### src/rtl/data_mem_responder.sv
// Multi-cycle data memory responder: stalls the pipeline for LATENCY cycles per access.
// Optional sticky error flag built when DATA_MEM_RESPONDER_ERR_EN is defined.
module data_mem_responder #(
  parameter int unsigned LATENCY = 3,
  parameter int unsigned DEPTH   = 32
) (
  input  logic        clk_i,
  input  logic        start_i,
  input  logic        MemRead_i,
  input  logic        MemWrite_i,
  input  logic [31:0] Addr_i,
  input  logic [31:0] WriteData_i,
  output logic [31:0] ReadData_o,
  output logic        stall_o,
  output logic        err_o
);

  localparam int unsigned AW     = $clog2(DEPTH);
  localparam logic [3:0]  LAT_M1 = 4'(LATENCY - 1);
  localparam bit          SINGLE = (LATENCY == 1);

  localparam logic [1:0] IDLE = 2'd0;
  localparam logic [1:0] BUSY = 2'd1;
  localparam logic [1:0] DONE = 2'd2;

  logic [1:0]    state;
  logic [3:0]    count;
  logic          op_write;
  logic          op_oor;
  logic [AW-1:0] op_idx;
  logic [31:0]   op_data;
  logic [31:0]   mem [DEPTH];

  logic          req;
  logic          capture;
  logic          do_access;
  logic          oor_in;
  logic [AW-1:0] idx_in;
  logic          acc_write;
  logic          acc_oor;
  logic [AW-1:0] acc_idx;
  logic [31:0]   acc_data;

  // With LATENCY==1 the access happens on the capture edge, so it must use
  // the live inputs instead of the (not yet loaded) latched request.
  always_comb begin
    req       = MemRead_i | MemWrite_i;
    stall_o   = req & (state != DONE);
    capture   = (state == IDLE) & req;
    oor_in    = |Addr_i[31:AW+2];
    idx_in    = Addr_i[AW+1:2];
    do_access = (capture & SINGLE) | ((state == BUSY) & (count == 4'd1));
    acc_write = capture ? MemWrite_i  : op_write;
    acc_oor   = capture ? oor_in      : op_oor;
    acc_idx   = capture ? idx_in      : op_idx;
    acc_data  = capture ? WriteData_i : op_data;
  end

  // BUSY holds LATENCY-1 cycles: the access fires on the edge where the
  // counter steps from 1 to 0, giving LATENCY stalled cycles including IDLE.
  always_ff @(posedge clk_i) begin
    if (!start_i) begin
      state      <= IDLE;
      count      <= '0;
      ReadData_o <= '0;
    end else begin
      if (do_access && !acc_write)
        ReadData_o <= acc_oor ? '0 : mem[acc_idx];
      case (state)
        IDLE: if (req) begin
          count <= LAT_M1;
          state <= SINGLE ? DONE : BUSY;
        end
        BUSY: begin
          count <= count - 4'd1;
          if (count == 4'd1) state <= DONE;
        end
        DONE:    state <= IDLE;
        default: state <= IDLE;
      endcase
    end
  end

  always_ff @(posedge clk_i) begin
    if (start_i && capture) begin
      op_write <= MemWrite_i;
      op_oor   <= oor_in;
      op_idx   <= idx_in;
      op_data  <= WriteData_i;
    end
  end

  // Storage is deliberately left out of reset.
  always_ff @(posedge clk_i) begin
    if (start_i && do_access && acc_write && !acc_oor)
      mem[acc_idx] <= acc_data;
  end

`ifdef DATA_MEM_RESPONDER_ERR_EN
  logic err_in;
  assign err_in = (MemRead_i & MemWrite_i) | oor_in | (Addr_i[1:0] != 2'b00);

  always_ff @(posedge clk_i) begin
    if (!start_i)
      err_o <= 1'b0;
    else if (capture && err_in)
      err_o <= 1'b1;
  end
`else
  logic unused_addr_lsbs;
  assign unused_addr_lsbs = ^Addr_i[1:0];
  assign err_o = 1'b0;
`endif

endmodule

### config.mk
export PLATFORM = sky130hd
export DESIGN_NAME = data_mem_responder
export DESIGN_NICKNAME = d
export VERILOG_FILES = /design/src/rtl/data_mem_responder.sv
export SDC_FILE = /design/constraint.sdc
export NUM_CORES = 1
export LEC_CHECK = 0
export CORE_MARGIN = 10
export CORE_UTILIZATION = 30
export DETAILED_ROUTE_END_ITERATION = 16
export MAX_ROUTING_LAYER = met4
export PLACE_DENSITY = 0.51
export SLEW_MARGIN = 0
export SYNTH_ARGS = -nofsm -noshare
export SYNTH_HDL_FRONTEND = slang
export SYNTH_SLANG_ARGS = --single-unit
### constraint.sdc
create_clock -name clk_i -period 4.8 [get_ports clk_i]
set_input_delay 0.96 -clock clk_i [delete_from_list [all_inputs] [get_ports clk_i]]
set_output_delay 0.96 -clock clk_i [all_outputs]
set_load 0.02 [all_outputs]
# --- After elaboration in Yosys (flattened, before gate mapping) ---
# Memory sizes are Yosys's and may differ from the RTL's.
# Index checks and enable logic that the tools add are counted.
# W data, S select, Z words.
op_classes:
  n_shift: 0
  eq_ne: 5
  magnitude_cmp: 0
  n_reduce_logical: 12
  n_mul: 0
  bitwise_logic: 4
  div_mod_pow: 0
  muxes: 12
  n_addsub: 1
op_table:
  columns: ["operator", "count"]
  rows:
  - ["$mux W32", 2]
  - ["$reduce_or A25 Y1", 1]
  - ["$pmux W4 S2", 1]
  - ["$logic_and A1 B1 Y1", 5]
  - ["$mux W5", 1]
  - ["$eq A4 B1 Y1 const B", 1]
  - ["$mux W1", 4]
  - ["$mux W2", 2]
  - ["$mux W4", 1]
  - ["$ne A2 B2 Y1 const B", 2]
  - ["$pmux W2 S2", 1]
  - ["$reduce_and A2 Y1", 2]
  - ["$sub A4 B1 Y4 const B", 1]
  - ["$and A1 B1 Y1", 3]
  - ["$eq A2 B1 Y1 const B", 1]
  - ["$logic_not A1 Y1", 2]
  - ["$logic_not A2 Y1", 1]
  - ["$ne A2 B1 Y1 const B", 1]
  - ["$reduce_bool A2 Y1", 1]
  - ["$or A1 B1 Y1", 1]
totals:
  ram_bits: 1024
  input_bits: 68
  n_memories: 1
  rom_bits: 0
  ff_bits: 77
  output_inout_bits: 34
  elab_cells: 42
  latchBits: 0
mem_list:
  columns: ["memory", "words", "width", "rd", "rd_clocked_by_memory_dff", "write_ports", "line", "rtl"]
  rows:
  - ["mem", 32, 32, 1, 0, 1, "32", "logic [31:0] mem [DEPTH];"]

# --- Logic depth before layout (Yosys ltp) ---
# Gate-level depths: netlist of the first run.
logic_depth:
  word_depth: 7
  mapped_depth: 12

# --- Worst setup path after synthesis of the first run ---
# No wires, ideal clock.
synth_path:
  path_type: "input-to-reg"
  startpoint: "input port MemRead_i"
  endpoint: "memory mem[26][0], enable pin"
  arrival_ps: 4111
  required_time_ps: 4379
  setup_slack_ps: 268
  setup_ps: 421
  cell_stages: 10
  path_cell_list: "or2_1 > buf_6 > and3_1 > buf_4 > nor2_4 > buf_2 > buf_2 > buf_1 > nand2_1 > nor2_1"
synth_between:
  elab_chain_len: 7
  word_cells_on_any_way: 10
  classes_between: "mux: 5; bitwise: 2; reduce/logical: 3"
synth_rtl:
  columns: ["element", "line", "rtl"]
  rows:
  - ["start: declaration", "9", "input logic MemRead_i,"]
  - ["$or A1 B1 Y1 *", "47", "req = MemRead_i | MemWrite_i;"]
  - ["$and A1 B1 Y1 *", "49", "capture = (state == IDLE) & req;"]
  - ["$mux W1 (on tied branches)", "53, 54", null]
  - ["$logic_and A1 B1 Y1 or $logic_not A1 Y1 (tied branches)", "95", "if (start_i && do_access && acc_write && !acc_oor)"]
  - ["$logic_and A1 B1 Y1", "95", null]
  - ["$mux W1", "95", null]
  - ["$mux W1 (not written as such)", "96", "mem[acc_idx] <= acc_data;"]
  - ["end: declaration", "32", null]
# Every way passes the cells marked *; elsewhere a longest branch is shown, timed or not.

# --- Worst setup path in the final report of the first run ---
layout_path:
  startpoint: "input port MemWrite_i"
  endpoint: "register ReadData_o[23]"
layout_between:
  elab_chain_len: 5
  word_cells_on_any_way: 9
  classes_between: "mux: 4; bitwise: 2; reduce/logical: 2; memory: 1"
layout_rtl:
  columns: ["element", "line", "rtl"]
  rows:
  - ["start: declaration", "10", "input logic MemWrite_i,"]
  - ["$or A1 B1 Y1", "47", null]
  - ["$and A1 B1 Y1", "49", null]
  - ["$mux W5 or $mux W1 (tied branches)", "55, 53", null]
  - ["$mem_v2 Z32 W32 or $logic_not A1 Y1 (tied branches)", null, null]
  - ["$mux W32 or $logic_and A1 B1 Y1 (tied branches)", "68, 67", null]
  - ["end signal: assignment", "68", "ReadData_o <= acc_oor ? '0 : mem[acc_idx];"]
  - ["end: declaration", "13", "output logic [31:0] ReadData_o,"]
# Several ways; a longest one is shown, not always the timed one.
# A chain may end at the register's enable or synchronous reset.

==> results of run 1 <==
==> tightest hold or removal path, delay by kind of cell, from the launching register on <==
family | cells | cell delay [ns]
flip-flops | 1 | 0.33
AND/OR/NAND/NOR | 1 | 0.05
AO/OA/AOI/OAI | 1 | 0.05
==> Yosys cell counts, types with 3 or more instances <==
| cell type | count |
|---|---|
| nand2_1 | 566 |
| a21boi_0 | 10 |
| o211ai_1 | 4 |
| nand4_1 | 41 |
| nor2_1 | 52 |
| a31o_2 | 3 |
| a31oi_1 | 45 |
| and3_1 | 114 |
| a211oi_2 | 4 |
| edfxtp_1 | 1063 |
| o2111ai_1 | 12 |
| dfxtp_1 | 38 |
| a22o_1 | 3 |
| o21ai_0 | 71 |
| clkbuf_1 | 104 |
| o21ai_1 | 4 |
| a211oi_1 | 75 |
| and2_1 | 8 |
| a21oi_1 | 10 |
| buf_4 | 7 |
| o31ai_1 | 18 |
| or4_1 | 5 |
| a2111oi_0 | 54 |
| buf_2 | 73 |
| a32oi_1 | 111 |
| a21o_1 | 5 |
| mux2_2 | 10 |
| buf_6 | 4 |
| o22ai_1 | 13 |
| o221ai_1 | 5 |
| o41ai_1 | 4 |
| a22oi_1 | 14 |
| a2111o_1 | 10 |
| a21boi_1 | 3 |
| mux2i_1 | 123 |
| buf_1 | 15 |
| nand2b_1 | 13 |
| nor2_2 | 3 |
| nor4_1 | 7 |
| inv_1 | 5 |
| a32o_1 | 7 |
| nand3_1 | 157 |
==> metrics by stage <==
stage                     hold WS, ns  area [um2]   util
after global routing            0.498       52100  0.363
after detailed placement        0.449       48600  0.339
after floorplan                 0.500       43300      -
after CTS                       0.467       52100  0.363
after global placement          0.439       48600  0.339
final                           0.463       52100  0.363
==> area by class of cell <==
class | count | share of cell area
Clock buffer | 160 | 0.0592
Clock inverter | 43 | 0.00752
Inverter | 5 | 0.000361
Multi-Input combinational cell | 1620 | 0.194
Sequential cell | 1101 | 0.628
Tap cell | 1903 | 0.0457
Timing Repair Buffer | 308 | 0.0655
==> power groups by stage <==
| stage | Combinational [uW] | Clock [uW] | Sequential [uW] |
|---|---|---|---|
| 6_report | 2190 | 8380 | 10800 |
| 5_1_grt | 2350 | 8890 | 10800 |
| 2_1_floorplan | 1190 | 0 | 11000 |
| 4_1_cts | 2190 | 8520 | 10800 |
| 3_5_place_dp | 2180 | 0 | 11000 |
| 3_3_place_gp | 2170 | 0 | 11000 |
==> registers in the layout, indices dropped and copies added (netlist names) <==
| register | cells |
|---|---|
| ReadData_o | 32 |
| count | 4 |
| mem | 1024 |
| op_data | 32 |
| op_idx | 5 |
| op_oor | 1 |
| op_write | 1 |
| state | 2 |
==> kinds of logic after synthesis <==
| kind of cell | Yosys count | share of synthesized area |
|---|---|---|
| adder cells (fa/ha/maj) | 2 | 0.000578 |
| XOR/XNOR | 1 | 0.000202 |
| AND/OR/NAND/NOR | 987 | 0.104 |
| multiplexers | 133 | 0.0311 |
| flip-flops | 1101 | 0.755 |
| AO/OA/AOI/OAI | 496 | 0.0878 |
| buffers and inverters | 209 | 0.0216 |
| other | 1 | 0.0000867 |
==> routing by layer <==
layer | global-route usage | share of wire | vias up
met4 | 0.0354 | 0.018 | 0
met1 | 0.258 | 0.46 | 14293
li1 | - | - | 11868
met3 | 0.0272 | 0.065 | 166
met5 | - | 0 | -
met2 | 0.280 | 0.46 | 1051
==> worst paths after layout <==
path             startpoint  cells after the start             end  slack, ns
max              MemWrite_i                      8  ReadData_o[23]       0.81
min          ReadData_o[25]                      2  ReadData_o[25]       0.46
max reg2reg        state[1]                      9  ReadData_o[23]       1.00
min reg2reg  ReadData_o[25]                      2  ReadData_o[25]       0.46
==> results.json, run 1 <==
{
  "status": "completed",
  "drv_cap": 0,
  "avgSynthCellArea_um2": 14.8,
  "relSlewSlack": 0.235,
  "num_rows": 139,
  "period_share": 0.830,
  "power_frac_clock": 0.392,
  "stdcell_count": 5140,
  "htreeDepth": 3,
  "power.density_mw_per_mm2": 411,
  "path_clk_slew_ns": 0.06,
  "synth_ff_type": "edfxtp_1",
  "synth.top_cell.area_share": 0.738,
  "layout_setup_ws_ns": 0.814,
  "combPwrFrac": 0.102,
  "clkSinkCount": 1101,
  "start_kind": "input port",
  "final_nets": 3216,
  "crit_chain": "clkdlybuf4s50_1 -> nor2_2 -> or4_1 -> and2_1 -> a2111oi_0 -> a2111o_1 -> nor4_1 -> a22o_1",
  "hp-class": "flop to flop",
  "cts_resized": 0,
  "post-place-ws_ns": 0.181,
  "switching_share": 0.247,
  "dp_hpwl_mm": 84.6,
  "cpPeakStageDelay_ns": 0.78,
  "cts_root_buf": "clkbuf_16",
  "clkLatencyLatePin_ns": 0.73,
  "grt.overflow.total": 0,
  "critPathRequiredTime_ns": 5.45,
  "worstMarginPinSlew_ns": 1.15,
  "layout_commonest_cell": "edfxtp_1",
  "wl_mm": 145,
  "drv_slew": 0,
  "antenna_cells": 0,
  "synth_area_leaders": "edfxtp_1 (74%), nand2_1 (4.9%), mux2i_1 (2.8%)",
  "ir_drop_v": 0.000276,
  "multi_input_area_mm2": 0.0101,
  "cts_tree": "yes",
  "worstPathArrival_ns": 4.63,
  "layout_common_cells": "edfxtp_1 (1063), nand2_1 (564), nand3_1 (157), buf_4 (142), mux2i_1 (123)",
  "final_layout_size_suffix_gt1_frac": 0.141,
  "area_growth_pct": 20.3,
  "final-seq-area_mm2": 0.0327,
  "start_util": 0.302,
  "crit_fanout": 16,
  "cts_made_buffers": 110,
  "crit_path_end_kind": "flop",
  "synth_edf_count": 1063,
  "synth_cell_types": 72,
  "nFillCells": 13547,
  "power_uw": 21400,
  "yosys_warnings": 0,
  "fmax_mhz": 251,
  "post-cts-setup-buffers": 0,
  "total_leakage_power_uw": 0.0171,
  "clock_skew_ns": 0.0374,
  "post_drt_wl_per_cell_um": 28.2,
  "synthArstFlopShare": 0,
  "grt_pass1_wl_mm": 204,
  "drtIter0Drc": 2960,
  "first_global_vias": 26261,
  "place_inst": 4937,
  "drc": 0,
  "synth.ff_latch_count": 1101,
  "synth_area_mm2": 0.0433,
  "postRouteAntennaNets": 0,
  "finalSetupTns_ns": 0,
  "dr.pass1.iters": 5,
  "drt-vias-per-instance": 5.33,
  "port_buffers": 98,
  "hold_violations": 0,
  "synth.net_count": 3000,
  "critPathSlowestCell": "nor2_2",
  "p_seq_frac": 0.506,
  "worst-path-buf-inv": 1,
  "ios": 102,
  "grt_max_degree": 80,
  "die_h_um": 400,
  "p_int_uw": 16100,
  "critical_path_class": "input port to flop",
  "gp_congestion": 0.809,
  "antenna_found_initial": 2,
  "core_area_mm2": 0.143,
  "rsz0062_at_grt": "no",
  "dr_total_vias": 27378,
  "p_switching_uw": 5280,
  "clockBufferDepth": 3,
  "yosysSeqAreaShare": 0.755,
  "critical_path.top_delay_family": "simple AND/OR/NAND/NOR gates",
  "dieArea_mm2": 0.160,
  "synth_cells": 2930,
  "grt_usage": 0.183,
  "finalCriticalPeriod_ns": 3.99,
  "synth_top_cell_by_area": "edfxtp_1",
  "hold_buffers": 0,
  "chipWidth_um": 400,
  "setup_viol": 0
}
(Power assumes the default switching activity.)
==> inputs of run 2 (changes only) <==
--- a/config.mk
+++ b/config.mk
@@ -9,7 +9,7 @@
 export CORE_UTILIZATION = 30
 export DETAILED_ROUTE_END_ITERATION = 16
 export MAX_ROUTING_LAYER = met4
-export PLACE_DENSITY = 0.51
+export PLACE_DENSITY = 0.52
 export SLEW_MARGIN = 0
 export SYNTH_ARGS = -nofsm -noshare
 export SYNTH_HDL_FRONTEND = slang
==> constraint.sdc (replaced) <==
create_clock -name clk_i -period 3.3 [get_ports clk_i]
set_input_delay 0.66 -clock clk_i [delete_from_list [all_inputs] [get_ports clk_i]]
set_output_delay 0.66 -clock clk_i [all_outputs]
set_load 0.02 [all_outputs]
==> run 2 against run 1 <==
  * Clock power increased by 60%
  * Wire length increased by 2.0%
  * Count of clock-buffer cells in the layout increased by 2
  * Worst setup slack got worse by 0.66 ns
  * Critical path type unchanged
  * Largest cell class unchanged
  * Largest power group unchanged
==> results.json, run 2 (synthesis results as in run 1) <==
{
  "total_leakage_power_uw": 0.0187,
  "htreeDepth": 3,
  "final-seq-area_mm2": 0.0327,
  "top_regs": "mem: 1024 flops, ReadData_o: 32 flops, op_data: 32 flops",
  "num_rows": 139,
  "finalInstanceArea_mm2": 0.0551,
  "power.density_mw_per_mm2": 595,
  "layout_setup_ws_ns": 0.158,
  "crit_fanout": 9,
  "dr_total_vias": 28306,
  "layout_commonest_cell": "edfxtp_1",
  "top_register": "mem",
  "drv_slew": 0,
  "critPathSlowestCell": "a2111oi_0",
  "drv_cap": 0,
  "first_global_vias": 27551,
  "critPathRequiredTime_ns": 3.88,
  "clkSinkCount": 1101,
  "post-cts-setup-buffers": 0,
  "gp_congestion": 0.839,
  "start_util": 0.302,
  "wl_mm": 148,
  "ir_drop_v": 0.000517,
  "worstRegToRegCells": 10,
  "dieArea_mm2": 0.160,
  "power_uw": 32800,
  "dr.pass1.iters": 7,
  "cts_tree": "yes",
  "chipWidth_um": 400,
  "crit_top_cell": "buf_4",
  "start_kind": "input port",
  "final_layout_size_suffix_gt1_frac": 0.200,
  "critical_path_class": "input port to flop",
  "ios": 102,
  "antenna_found_initial": 4,
  "multi_input_area_mm2": 0.0101,
  "post-place-ws_ns": -0.711,
  "final_nets": 3433,
  "grt_pass1_wl_mm": 208,
  "status": "completed",
  "worstPathArrival_ns": 3.72,
  "die_h_um": 400,
  "hold-path-cell-count": 2,
  "cpPeakStageDelay_ns": 0.60,
  "area_growth_pct": 27.3,
  "period_share": 0.952,
  "nFillCells": 13363,
  "drt-vias-per-instance": 5.27,
  "cts_made_buffers": 116,
  "post_drt_wl_per_cell_um": 27.5,
  "layout_common_cells": "edfxtp_1 (1063), nand2_1 (562), buf_4 (278), nand3_1 (157), buf_12 (143)",
  "hp-class": "flop to flop",
  "port_buffers": 98,
  "clock_skew_ns": 0.0612,
  "core_area_mm2": 0.143,
  "crit_path_end_kind": "flop",
  "clkLatencyLatePin_ns": 0.74,
  "grt.overflow.total": 0,
  "clockBufferDepth": 3,
  "worstMarginPinSlew_ns": 0.928,
  "hold_violations": 0,
  "dp_hpwl_mm": 93.1,
  "drtIter0Drc": 3265,
  "place_area_mm2": 0.0511,
  "crit_chain": "clkdlybuf4s50_1 -> nor2_2 -> buf_12 -> buf_12 -> o21ai_4 -> buf_4 -> a22oi_2 -> buf_4 -> a21boi_0 -> a2111oi_0 -> buf_4 -> nand4_1 -> a22o_1",
  "grt_max_degree": 53,
  "finalCriticalPeriod_ns": 3.14,
  "postRouteAntennaNets": 0,
  "fmax_mhz": 318,
  "largest_reg_flops": 1024,
  "drc": 0,
  "grt_usage": 0.186,
  "relSlewSlack": 0.379,
  "path_clk_slew_ns": 0.06,
  "cts_root_buf": "clkbuf_16",
  "rsz0062_at_grt": "no",
  "setup_viol": 0
}
==> run 2: power breakdown <==
group / leakage (uW) / internal (uW) / switching, uW
Combinational: 0.00682 / 1360 / 2350
Clock: 0.00193 / 7720 / 5640
Sequential: 0.00991 / 15700 / 24.1
Total: 0.0187 / 24800 / 8010
==> run 2: area by class of cell <==
type,count,area share
Sequential cell,1101,0.593
Clock buffer,162,0.0591
Antenna cell,3,0.000136
Timing Repair Buffer,519,0.108
Tap cell,1903,0.0432
Clock inverter,59,0.0126
Multi-Input combinational cell,1620,0.184
Inverter,5,0.000341
==> run 2: repair_timing <==
| action | 4_1_cts | 5_1_grt |
|---|---|---|
| hold buffers | 0 | 0 |
| gates cloned | 0 | 0 |
| resized for setup | 1 | 3 |
| setup endpoints to repair | 1 | 4 |
==> run 2: worst max-delay path: cells and delay by family <==
| kind | cells | cell delay (ns) |
|---|---|---|
| AND/OR/NAND/NOR | 2 | 0.32 |
| AO/OA/AOI/OAI | 5 | 1.30 |
| buffers and inverters | 6 | 1.42 |
==> run 2: path summary, 6_finish.rpt <==
kind / startpoint / slack, ns / to
worst min register to register: ReadData_o[31] / 0.46 / ReadData_o[31]
worst max register to register: state[1] / 0.16 / ReadData_o[17]
worst max-delay path: MemRead_i / 0.16 / ReadData_o[30]
worst min-delay path: ReadData_o[31] / 0.46 / ReadData_o[31]
==> run 2: stage by stage <==
| step | hold slack [ns] | util | TNS, ns | cells |
|---|---|---|---|---|
| final | 0.458 | 0.384 | 0 | 5372 |
| after global routing | 0.471 | 0.384 | 0 | 5372 |
| after CTS | 0.458 | 0.384 | 0 | 5369 |
| after detailed placement | 0.452 | 0.356 | -98.06 | 5148 |
| after global placement | 0.455 | 0.356 | -103.78 | 5148 |
| after floorplan | 0.500 | - | -179.82 | 2930 |
==> run 2: layer usage <==
metal / vias up / share of wire / global-route usage
met2: 1303 / 0.45 / 0.281
li1: 12331 / - / -
met5: - / 0 / -
met1: 14458 / 0.43 / 0.249
met3: 214 / 0.089 / 0.0448
met4: 0 / 0.027 / 0.0511
==> inputs of run 3 (changes only) <==
--- a/config.mk
+++ b/config.mk
@@ -10,7 +10,7 @@
 export DETAILED_ROUTE_END_ITERATION = 16
 export MAX_ROUTING_LAYER = met4
 export PLACE_DENSITY = 0.52
-export SLEW_MARGIN = 0
+export SLEW_MARGIN = 20
 export SYNTH_ARGS = -nofsm -noshare
 export SYNTH_HDL_FRONTEND = slang
 export SYNTH_SLANG_ARGS = --single-unit
==> results of run 3 <==
Final layout, timing and power as in run 2 (identical DEF).
